===== src/rtl/infmnl_pkg.sv =====
// Shared state encoding, counter width and helpers for the infmnl trigger-out generator.
package infmnl_pkg;

    typedef enum logic [1:0] {
        StIdle   = 2'd0,
        StDelay  = 2'd1,
        StActive = 2'd2
    } trig_state_e;

    localparam int unsigned TrigCntW = 16;

    function automatic int unsigned max_w(input int unsigned a, input int unsigned b);
        return (a > b) ? a : b;
    endfunction

endpackage


===== src/rtl/infmnl_trig_downcnt.sv =====
// Loadable down-counter with zero flag, shared by the delay and pulse-width phases.
module infmnl_trig_downcnt #(
    parameter int unsigned CntW = 16
) (
    input  logic            clk_i,
    input  logic            rst_ni,
    input  logic            load_i,
    input  logic [CntW-1:0] load_val_i,
    input  logic            dec_i,
    output logic            zero_o
);

    logic [CntW-1:0] cnt_d, cnt_q;

    always_comb begin
        cnt_d = cnt_q;
        if (load_i) begin
            cnt_d = load_val_i;
        end else if (dec_i && (cnt_q != '0)) begin
            cnt_d = cnt_q - CntW'(1);
        end
    end

    always_ff @(posedge clk_i or negedge rst_ni) begin
        if (!rst_ni) begin
            cnt_q <= '0;
        end else begin
            cnt_q <= cnt_d;
        end
    end

    assign zero_o = (cnt_q == '0);

endmodule


===== src/rtl/infmnl_trigout_gen.sv =====
// Delayed, fixed-width trigger pulse generator driven by playback sync or software trigger.
// Define INFMNL_TRIGOUT_RETRIG_EN to restart the sequence on events arriving while busy.
module infmnl_trigout_gen
    import infmnl_pkg::*;
#(
    parameter int unsigned DLY_W = 16,
    parameter int unsigned WID_W = 16
) (
    input  logic                Clock,
    input  logic                nReset,
    input  logic                Enable,
    input  logic                SyncIn,
    input  logic                SwTrig,
    input  logic [DLY_W-1:0]    DelayCnt,
    input  logic [WID_W-1:0]    WidthCnt,
    input  logic                Polarity,
    output logic                Dout,
    output logic                Busy,
    output logic                Missed,
    output logic [TrigCntW-1:0] TrigCount
);

    localparam int unsigned CntW = max_w(DLY_W, WID_W);

    trig_state_e         state_d, state_q;
    logic [WID_W-1:0]    wid_d, wid_q;
    logic [TrigCntW-1:0] trig_cnt_d, trig_cnt_q;
    logic                pol_d, pol_q;
    logic                dout_d, dout_q;
    logic                missed_d, missed_q;
    logic                armed_q;
    logic                ev, accept, reject, enter_active;
    logic                cnt_ld, cnt_dec, cnt_zero;
    logic [CntW-1:0]     cnt_ld_val;

    // Counter holds cycles remaining minus one, so zero marks the final cycle of a phase.
    function automatic logic [CntW-1:0] width_m1(input logic [WID_W-1:0] w);
        return (w == '0) ? '0 : CntW'(w - WID_W'(1));
    endfunction

    // armed_q blocks events on the first edge after reset release.
    assign ev = armed_q & Enable & (SyncIn | SwTrig);

    always_ff @(posedge Clock or negedge nReset) begin
        if (!nReset) begin
            state_q <= StIdle;
        end else begin
            state_q <= state_d;
        end
    end

    always_comb begin
        state_d      = state_q;
        accept       = 1'b0;
        reject       = 1'b0;
        enter_active = 1'b0;
        cnt_ld       = 1'b0;
        cnt_ld_val   = '0;
        cnt_dec      = 1'b0;
        unique case (state_q)
            StIdle: accept = ev;
            StDelay: begin
                if (!Enable) begin
                    state_d = StIdle;
                end else if (cnt_zero) begin
                    state_d      = StActive;
                    enter_active = 1'b1;
                    cnt_ld       = 1'b1;
                    cnt_ld_val   = width_m1(wid_q);
                end else begin
                    cnt_dec = 1'b1;
                end
            end
            StActive: begin
                if (!Enable) begin
                    state_d = StIdle;
                end else if (cnt_zero) begin
                    state_d = StIdle;
                    accept  = ev;
                end else begin
                    cnt_dec = 1'b1;
                end
            end
            default: state_d = StIdle;
        endcase
        if (ev && (state_q != StIdle) && !accept) begin
`ifdef INFMNL_TRIGOUT_RETRIG_EN
            accept = 1'b1;
`else
            reject = 1'b1;
`endif
        end
        if (accept) begin
            cnt_ld  = 1'b1;
            cnt_dec = 1'b0;
            if (DelayCnt == '0) begin
                state_d      = StActive;
                enter_active = 1'b1;
                cnt_ld_val   = width_m1(WidthCnt);
            end else begin
                state_d      = StDelay;
                enter_active = 1'b0;
                cnt_ld_val   = CntW'(DelayCnt - DLY_W'(1));
            end
        end
    end

    // Idle output follows the live Polarity input; a running sequence uses the latched value.
    always_comb begin
        wid_d      = accept ? WidthCnt : wid_q;
        pol_d      = (accept || (state_d == StIdle)) ? Polarity : pol_q;
        dout_d     = pol_d ^ (state_d == StActive);
        missed_d   = reject;
        trig_cnt_d = enter_active ? trig_cnt_q + TrigCntW'(1) : trig_cnt_q;
    end

    always_ff @(posedge Clock or negedge nReset) begin
        if (!nReset) begin
            wid_q      <= '0;
            pol_q      <= 1'b0;
            dout_q     <= 1'b0;
            missed_q   <= 1'b0;
            trig_cnt_q <= '0;
            armed_q    <= 1'b0;
        end else begin
            wid_q      <= wid_d;
            pol_q      <= pol_d;
            dout_q     <= dout_d;
            missed_q   <= missed_d;
            trig_cnt_q <= trig_cnt_d;
            armed_q    <= 1'b1;
        end
    end

    infmnl_trig_downcnt #(
        .CntW(CntW)
    ) u_downcnt (
        .clk_i     (Clock),
        .rst_ni    (nReset),
        .load_i    (cnt_ld),
        .load_val_i(cnt_ld_val),
        .dec_i     (cnt_dec),
        .zero_o    (cnt_zero)
    );

    assign Dout      = dout_q;
    assign Busy      = (state_q != StIdle);
    assign Missed    = missed_q;
    assign TrigCount = trig_cnt_q;

endmodule


===== config.mk =====
export PLATFORM = sky130hd
export DESIGN_NAME = infmnl_trigout_gen
export DESIGN_NICKNAME = d
export VERILOG_FILES = /design/src/rtl/infmnl_pkg.sv /design/src/rtl/infmnl_trig_downcnt.sv /design/src/rtl/infmnl_trigout_gen.sv
export SDC_FILE = /design/constraint.sdc
export NUM_CORES = 1
export LEC_CHECK = 0
export BUFFER_PORTS_ARGS = -buffer_cell sky130_fd_sc_hd__buf_2
export CAP_MARGIN = 20
export CORE_MARGIN = 8
export CORE_UTILIZATION = 40
export DETAILED_ROUTE_END_ITERATION = 8
export SETUP_SLACK_MARGIN = 0.3
export SLEW_MARGIN = 5
export SYNTH_ARGS = -nofsm -noshare
export SYNTH_HDL_FRONTEND = slang
export SYNTH_SLANG_ARGS = --single-unit

===== constraint.sdc =====
create_clock -name Clock -period 2.71 [get_ports Clock]
set_input_delay 0.1355 -clock Clock [delete_from_list [all_inputs] [get_ports Clock]]
set_output_delay 0.1355 -clock Clock [all_outputs]
set_load 0.02 [all_outputs]

* Word-level counts from Yosys, hierarchy flattened *
Cells that the tools add are included.

storage, ports and cells
  register bits = 54
  output and inout port bits = 19
  logic and storage cells = 66
  input port bits = 38

operators by class
  equal/unequal tests = 3
  reductions and logical operators = 15
  mux-type cells = 31
  bitwise gates (word level) = 4
  add/sub/neg operators = 5

operators by type and width
  kind                     number
  $mux W16                 9
  $logic_not A16 Y1        4
  $sub A16 B1 Y16 const B  4
  $add A16 B1 Y16 const B  1
  $reduce_bool A16 Y1      1
  $mux W1                  14
  $mux W2                  6
  $pmux W2 S3              1
  $eq A2 B2 Y1 const B     2
  $logic_not A2 Y1         2
  $reduce_bool A2 Y1       2
  $logic_and A1 B1 Y1      3
  $and A1 B1 Y1            2
  $eq A2 B1 Y1 const B     1
  $pmux W1 S2              1
  $reduce_or A2 Y1         1
  $logic_not A1 Y1         1
  $logic_or A1 B1 Y1       1
  $or A1 B1 Y1             1
  $xor A1 B1 Y1            1

* Depth between registers and ports, before layout *
Gate-level depths: netlist of run 1.

  depth after elaboration = 10
  mapped depth = 10
  gate-level depth less buffers = 9

* Hierarchy *
From an unflattened synthesis of run 1, not the netlist that was laid out.

unflattened totals
  cells, all modules = 448
  area total of the unflattened synthesis = 3831.2 sq um

modules (own cells, without submodules)
  module               area each (sq um)  cells each  seq. area each (sq um)  times used
  infmnl_trigout_gen   2767.7             324         950.9                   1
  infmnl_trig_downcnt  1063.5             124         400.4                   1

* Least setup slack after synthesis of run 1 *
No wires, ideal clock.

  path type = flip-flop to flip-flop
  start = register u_downcnt.cnt_q[0]
  end = register trig_cnt_q[12], in the netlist TrigCount[12]
  required time = 2.579 ns
  path slack = 0.472 ns
  cell stages (with the launch flop) = 10
  data arrival time = 2.107 ns
  clock period less this slack = 2.238 ns
  cell sequence = dfrtp_1 -> inv_1 -> ha_1 -> nor4b_1 -> and4_1 -> a21oi_2 -> mux2_4 -> and3_1 -> and3_1 -> xor2_1

between the ends
  cells in the longest elaborated chain, start to end = 5
  elaborated cells between the ends (all ways) = 8
  classes of those cells = mux: 7; reduce/logical: 1

ends and longest elaborated chain
  element                                 line                                                text
  start: declaration                      infmnl_trig_downcnt.sv:13                           logic [CntW-1:0] cnt_d, cnt_q;
  start signal: assignment                infmnl_trig_downcnt.sv:28                           cnt_q <= cnt_d;
  $logic_not A16 Y1 (*)                   infmnl_trig_downcnt.sv:32                           assign zero_o = (cnt_q == '0);
  $mux W1, on equally long branches       infmnl_trigout_gen.sv:77, infmnl_trigout_gen.sv:65
  $mux W1, on equally long branches       infmnl_trigout_gen.sv:75, infmnl_trigout_gen.sv:63
  $pmux W1 S2 or $mux W1 (tied branches)  infmnl_trigout_gen.sv:60                            unique case (state_q)
  $mux W1 (*)                             infmnl_trigout_gen.sv:93                            if (accept) begin
  end signal: assignment                  infmnl_trigout_gen.sv:130                           trig_cnt_q <= trig_cnt_d;
  end: declaration                        infmnl_trigout_gen.sv:27                            logic [TrigCntW-1:0] trig_cnt_d, trig_cnt_q;

Every way passes the cells marked *; elsewhere a longest branch is shown, timed or not.
A chain may end at the register's enable or synchronous reset.

* Worst setup path after layout of run 1 *
  start = register u_downcnt.cnt_q[6]
  end = register trig_cnt_q[12], in the netlist TrigCount[12]

Same word-level chain as after synthesis.

==> out/metrics.csv, run 1 <==
stage;metric;value;unit
layout;share of final-layout standard cells stronger than drive strength 1;19.7;%
sta;count of pins over their slew limit;0;
global_route;met3 layer usage reported by global route;2.92;%
layout;FF/Latch Area;1350;um2
sta;slew at the pin closest to its max-slew limit;0.518;ns
clock_network;clock latency reported for the late side of the worst-skew pair;0.32;ns
sta;part of the cycle the worst path needs;85.3;%
route;routed via count divided by cell count;5.56;
layout;Area Overhead vs Synth;17.7;%
clock_network;Longest Clk Path Bufs;2;
worst_setup_path;worst-path fanout max;6;
yosys;number of synthesized register bits;54;
yosys;dominant register cell in the synthesized netlist;dfrtp_1;
route;number of nets still failing antenna checks after routing;0;
power_and_ir_drop;Combinational Power Share;41.3;%
placed_design;Routability Congestion;0.913;
sta;final setup TNS;0;ns
route;initial DRC count;232;
global_route;overflow left after global routing;0;
placed_design;Cell Area, Placed;4470;um2
clock_network;Clock transition at path regs;0.10;ns
power_and_ir_drop;Net Sw Frac;42.2;%
sta;final hold violation count;0;
power_and_ir_drop;power density over cell area;671;nW/um2
yosys;fraction of the yosys area taken by sequential cells;34.1;%
placed_design;Buffers on Ports;56;
yosys;area of the mapped netlist;3960;um2
floorplan;number of placed I/O pins;57;
worst_setup_path;worst setup path category;register to register;
layout;area of the multi-input gates;2570;um2
layout;number of inserted filler cells in the final layout;938;
power_and_ir_drop;internal power component;1810;uW
clock_network;deepest level of the CTS H-tree;2;
floorplan;Site Rows;36;
sta;worst-case headroom to the max-slew limit;65.2;%
worst_setup_path;arrival time reported for the critical path endpoint;2.52;ns
status;run status;finished clean;
worst_setup_path;required time at the endpoint of the critical path;2.91;ns
worst_setup_path;Crit. End Element;register;
route;Final Routed Wirelength;11400;um
clock_network;library cell used as clock root buffer;clkbuf_8;
placed_design;half-perimeter wire length of the detailed placement result;8800;um
clock_network;Inserted Clock Buffers;5;
global_route;wire length of the first global-routing pass;18400;um
floorplan;Core ar.;9680;um2
yosys;number of enable-type register cells in the synthesized netlist;0;
route;detailed-route wire length per cell;16.8;um
clock_network;number of clock sinks;54;
sta;final setup skew;0.0129;ns
layout;most common library cell in the layout ignoring fill and taps;nand2_1;
route;first-pass iteration count of the detailed router;5;
power_and_ir_drop;post-layout power;3130;uW
global_route;pin count of the biggest net entering global routing;32;
global_route;met2 track demand over resource;28.6;%
power_and_ir_drop;IR drop worst, VDD;0.457;mV
power_and_ir_drop;relative contribution of sequential cells to total power;43.9;%
yosys;async set-reset flop share out of synthesis;100;%
layout;most frequent cells in the layout;89 x nand2_1, 56 x buf_2, 53 x dfrtp_1, 43 x nor2_1, 28 x xnor2_1;
floorplan;initial cell density of the core;40.9;%
sta;final setup violating endpoints;0;
layout;number of nets in the final layout;598;
sta;unrepaired setup endpoints after global routing;yes;
power_and_ir_drop;power dissipated by switching net loads;1320;uW
worst_setup_path;register-to-register setup slack;0.40;ns
floorplan;Die Ht;116;um
sta;final critical-path required period;2.31;ns
layout;n_diodes;0;
yosys;number of warnings issued by yosys;0;
floorplan;Die X-Extent;116;um
worst_setup_path;type of element launching the critical path;register;
sta;achievable clock frequency;0.433;GHz
route;DR vias;3788;
layout;post-route standard cell area excluding fillers;4660;um2
yosys;post-synthesis area per instance;8.32;um2
job;number of max-cap violations;0;
yosys;Distinct cells, synth;62;
power_and_ir_drop;clock power share;14.8;%
global_route;via count of the first global-routing pass;3742;
global_route;met1 layer usage reported by global route;22.4;%
yosys;synthesized net count;527;
floorplan;die area;13300;um2
global_route;number of antenna violations at the first check in global routing;0;
route;DRC Markers;0;
yosys;cell count after synthesis;476;
global_route;gr busiest metal;met2;
global_route;Total Routing Usage GR;17.2;%
clock_network;TritonCTS clock tree;yes;
power_and_ir_drop;leakage power total;0.00214;uW
min_path;Worst Hold Class;input port to register;
## path summary, 6_finish.rpt
kind / startpoint / endpoint / cells past startpoint
min in group asynchronous: nReset / Dout / 3
hold reg to reg: TrigCount[15] / TrigCount[15] / 1
setup / recovery: u_downcnt.cnt_q[6] / TrigCount[12] / 8
hold / removal: WidthCnt[10] / wid_q[10] / 3
max in group asynchronous: nReset / wid_q[0] / 3
setup reg to reg: u_downcnt.cnt_q[6] / TrigCount[12] / 8
## critical path: stages (launching register included)
cell and delay (ns):
dfrtp_2 0.48, nor4_4 0.32, buf_4 0.16, and4_4 0.23, a21oi_2 0.08, mux2_4 0.34, and3_1 0.25, and3_1 0.19
xor2_1 0.14
## cells in the mapped netlist, types with 4 or more instances
master   instances  share of area (%)
nand2_1         90                8.5
dfrtp_1         54                 34
nor2_1          43                4.1
xnor2_1         28                6.2
xor2_1          27                6.0
a21oi_1         18                2.3
nor3_1          17                2.1
o21ai_0         17                2.1
nor4_1          15                2.4
nand3_1         14                1.8
ha_1            13                4.1
inv_1           12                1.1
and3_1           9                1.4
nand4_1          9                1.4
and2_1           7                1.1
o22ai_1          7                1.1
mux2i_1          6                1.5
nor2b_1          5               0.79
nor3b_1          5               0.95
a31oi_1          4               0.63
buf_2            4               0.51
o21a_1           4               0.76
## metrics by stage
stage / util [%] / hold WS, ns / setup slack (ns) / cells
after detailed placement: 46.1 / 0.173 / 0.201 / 669
after CTS: 47.6 / 0.0646 / 0.353 / 679
final: 48.1 / 0.0665 / 0.399 / 681
after global placement: 46.1 / 0.167 / 0.255 / 669
after floorplan: - / -0.160 / 0.472 / 476
after global routing: 48.1 / 0.0848 / 0.286 / 681
## registers in the layout, summed over array words and instances, names as in the netlist
signal,count
TrigCount,16
u_downcnt.cnt_q,16
wid_q,16
state_q,2
Dout,1
Missed,1
armed_q,1
pol_q,1
## per-layer routing
metal | up-vias | share of wire (%)
li1 | 1825 | -
met1 | 1834 | 45
met2 | 114 | 47
met3 | 15 | 6.4
met4 | 0 | 1.8
met5 | - | 0
## cell type report
type                            count  share of cell area [%]
Clock buffer                        5                    1.48
Clock inverter                      3                   0.456
Timing Repair Buffer               74                    9.39
Multi-Input combinational cell    400                    55.1
Tap cell                          133                    3.57
Inverter                           12                   0.966
Sequential cell                    54                    29.0
## power by group through the flow
stage	logic (uW)	registers (uW)	clock network (uW)
finish	1290	1370	462
global route	1430	1410	510
CTS	1260	1350	479
detailed placement	1210	1370	0
global placement	1200	1360	0
floorplan	853	1300	0
## logic make-up (layout without fill, tap and decap cells)
| logic type | count (synthesis) | count (layout) | share of synthesized area, % |
|---|---|---|---|
| AOI/OAI and AO/OA | 78 | 78 | 12.9 |
| xor gates and xnor gates | 55 | 55 | 12.2 |
| adders and majority gates | 13 | 13 | 4.11 |
| buffers and inverters | 22 | 94 | 2.65 |
| DFF | 54 | 54 | 34.1 |
| muxes | 9 | 9 | 2.46 |
| other | 1 | 1 | 0.0947 |
| and+or+nand+nor | 244 | 244 | 31.5 |
## timing repair
action	CTS	global route
gates resized for setup	8	8
buffers inserted	1	2
endpoints found under the setup margin	10	14
endpoints found under the hold margin	54	0
pin swaps	0	2
hold buffers	1	0
No activity file was read; power rests on OpenSTA's default activity.
==> inputs of run 2 (changes only) <==
--- a/config.mk
+++ b/config.mk
@@ -10,6 +10,7 @@
 export CORE_MARGIN = 8
 export CORE_UTILIZATION = 40
 export DETAILED_ROUTE_END_ITERATION = 8
+export MAX_ROUTING_LAYER = met4
 export SETUP_SLACK_MARGIN = 0.3
 export SLEW_MARGIN = 5
 export SYNTH_ARGS = -nofsm -noshare
==> out/metrics.csv, run 2 (synthesis gave the netlist of run 1 again) <==
stage;metric;value;unit;change
status;run status;finished clean;;
layout;Area Overhead vs Synth;17.9;%;
layout;core utilization of the finished layout;48.2;%;+0.078 points
sta;final setup skew;0.0147;ns;+0.00178 ns
layout;n_diodes;0;;unchanged
job;number of max-cap violations;0;;unchanged
clock_network;clock latency reported for the late side of the worst-skew pair;0.30;ns;-0.02 ns
clock_network;TritonCTS clock tree;yes;;
placed_design;Buffers on Ports;56;;unchanged
sta;final hold violation count;0;;unchanged
global_route;via count of the first global-routing pass;3701;;-1.1%
sta;achievable clock frequency;0.424;GHz;-2.1%
layout;FF/Latch Area;1350;um2;about the same
route;routed via count divided by cell count;5.56;;about the same
layout;share of final-layout standard cells stronger than drive strength 1;20.1;%;+0.36 points
floorplan;Die X-Extent;116;um;unchanged
sta;worst-case headroom to the max-slew limit;53.2;%;-12 points
worst_setup_path;worst setup path category;register to register;;
worst_setup_path;required time at the endpoint of the critical path;2.91;ns;about the same
global_route;gr busiest metal;met2;;
sta;part of the cycle the worst path needs;87.1;%;+1.9 points
worst_setup_path;slowest stage cell, crit path;dfrtp_1;;
power_and_ir_drop;power density over cell area;673;nW/um2;+0.39%
clock_network;deepest level of the CTS H-tree;2;;unchanged
route;initial DRC count;169;;-27%
power_and_ir_drop;leakage power total;0.00214;uW;+0.24%
min_path;origin of the worst min-delay path;WidthCnt[15];;
power_and_ir_drop;IR drop worst, VDD;0.389;mV;-15%
route;detailed-route wire length per cell;16.7;um;-0.38%
clock_network;library cell used as clock root buffer;clkbuf_8;;
worst_setup_path;cell type group with the largest total delay on the critical path;simple AND/OR/NAND/NOR gates;;
global_route;overflow left after global routing;0;;unchanged
worst_setup_path;worst flop-to-flop path startpoint;u_downcnt.cnt_q[6];;
sta;final setup violating endpoints;0;;unchanged
worst_setup_path;Crit. End Element;register;;
global_route;wire length of the first global-routing pass;18900;um;+2.9%
clock_network;Longest Clk Path Bufs;2;;unchanged
route;first-pass iteration count of the detailed router;5;;unchanged
layout;most common library cell in the layout ignoring fill and taps;nand2_1;;
clock_network;number of clock sinks;54;;unchanged
worst_setup_path;dominant cell type by count on the critical path;and3_1;;
global_route;number of antenna violations at the first check in global routing;0;;unchanged
sta;unrepaired setup endpoints after global routing;yes;;
placed_design;post-place setup slack;0.220;ns;+0.0187 ns
min_path;Worst Hold Class;input port to register;;
placed_design;Routability Congestion;0.940;;+3.0%
floorplan;initial cell density of the core;40.9;%;unchanged
worst_setup_path;arrival time reported for the critical path endpoint;2.56;ns;+0.04 ns
floorplan;number of placed I/O pins;57;;unchanged
route;DRC Markers;0;;unchanged
layout;post-route standard cell area excluding fillers;4670;um2;+0.16%
worst_setup_path;count of buffering cells on the critical path with inverters included;0;;-1
sta;slew at the pin closest to its max-slew limit;0.703;ns;+0.184 ns
layout;area of the multi-input gates;2590;um2;+0.63%
floorplan;Die Ht;116;um;unchanged
floorplan;die area;13300;um2;unchanged
worst_setup_path;type of element launching the critical path;register;;
layout;number of inserted filler cells in the final layout;996;;+6.2%
worst_setup_path;worst-path fanout max;6;;unchanged
worst_setup_path;Critical Path Start;u_downcnt.cnt_q[6];;
global_route;met3 layer usage reported by global route;2.71;%;-0.21 points
global_route;Total Routing Usage GR;18.4;%;+1.1 points
worst_setup_path;CP Cell Sequence;nor4_4 -> and4_2 -> a21oi_2 -> mux2_4 -> and3_1 -> and3_1 -> xor2_1;;
worst_setup_path;stage delay of the slowest cell on the critical path;0.48;ns;about the same
sta;final critical-path required period;2.36;ns;+0.0504 ns
global_route;pin count of the biggest net entering global routing;55;;+72%
placed_design;Cell Area, Placed;4460;um2;-0.11%
sta;count of pins over their slew limit;0;;unchanged
sta;Final Worst Setup Slack;0.349;ns;-0.0504 ns
global_route;met2 track demand over resource;28.6;%;+0.078 points
sta;final setup TNS;0;ns;unchanged
floorplan;Core ar.;9680;um2;unchanged
route;number of nets still failing antenna checks after routing;0;;unchanged
layout;most frequent cells in the layout;87 x nand2_1, 56 x buf_2, 54 x dfrtp_1, 43 x nor2_1, 28 x xnor2_1;;
clock_network;Inserted Clock Buffers;5;;unchanged
global_route;met1 layer usage reported by global route;24.0;%;+1.7 points
clock_network;Clock transition at path regs;0.10;ns;about the same
floorplan;Site Rows;36;;unchanged
route;DR vias;3789;;+0.026%
layout;number of nets in the final layout;598;;unchanged
route;Final Routed Wirelength;11400;um;-0.38%
power_and_ir_drop;post-layout power;3140;uW;+0.55%
placed_design;half-perimeter wire length of the detailed placement result;8970;um;+1.9%
==> run 2: cell count changes in the layout (fill, tap and decap cells not counted), sizes merged <==
cell / change
clkbuf: +2
clkinv: -2
clkinvlp: -1
inv: +1
==> run 2: final cells by class <==
cell class	instances	share of cell area, %
multi-input combinational	400	55.4
sequential	54	28.9
timing repair buffer	74	9.11
tap	133	3.56
clock buffer	7	1.85
inverter	12	0.965
clock inverter	1	0.188
==> run 2: stage by stage <==
step	hold WS, ns	std cells
final	0.0699	681
after global routing	0.0869	681
after CTS	0.0709	679
after detailed placement	0.314	670
after global placement	0.313	670
after floorplan	-0.160	476
==> run 2: final timing paths <==
| check | end | slack [ns] | cells after the start |
|---|---|---|---|
| setup reg to reg | TrigCount[12] | 0.35 | 7 |
| hold reg to reg | TrigCount[15] | 0.46 | 1 |
| setup / recovery | TrigCount[12] | 0.35 | 7 |
| max in group asynchronous | wid_q[3] | 1.75 | 3 |
| min in group asynchronous | state_q[1] | 0.47 | 3 |
| hold / removal | wid_q[15] | 0.07 | 3 |
==> run 2: power by group <==
| group | total [uW] | switching [uW] | internal (uW) | leakage [uW] |
|---|---|---|---|---|
| logic | 1280 | 705 | 574 | 0.00141 |
| registers | 1380 | 344 | 1040 | 0.000689 |
| clock network | 481 | 269 | 212 | 0.0000489 |
| total | 3140 | 1320 | 1830 | 0.00214 |
==> run 2: what timing repair did <==
item | in CTS | in global routing
pin swaps | 0 | 1
gates cloned | 0 | 0
hold endpoints to repair | 45 | 0
endpoints found under the setup margin | 5 | 37
setup buffers | 0 | 2
hold buffers | 1 | 0
resized for setup | 4 | 15
==> run 2: metal layers <==
metal | part of all wire [%] | vias up
met3 | 4.9 | 20
met2 | 47 | 97
met4 | 2.2 | 0
li1 | - | 1828
met5 | 0 | -
met1 | 46 | 1844
==> run 2: worst register-to-register path, delay by kind of cell (launching register included) <==
kind / cells / cell delay, ns
AOI/OAI and AO/OA: 1 / 0.08
DFF: 1 / 0.48
xor gates and xnor gates: 1 / 0.13
muxes: 1 / 0.34
and+or+nand+nor: 4 / 1.23
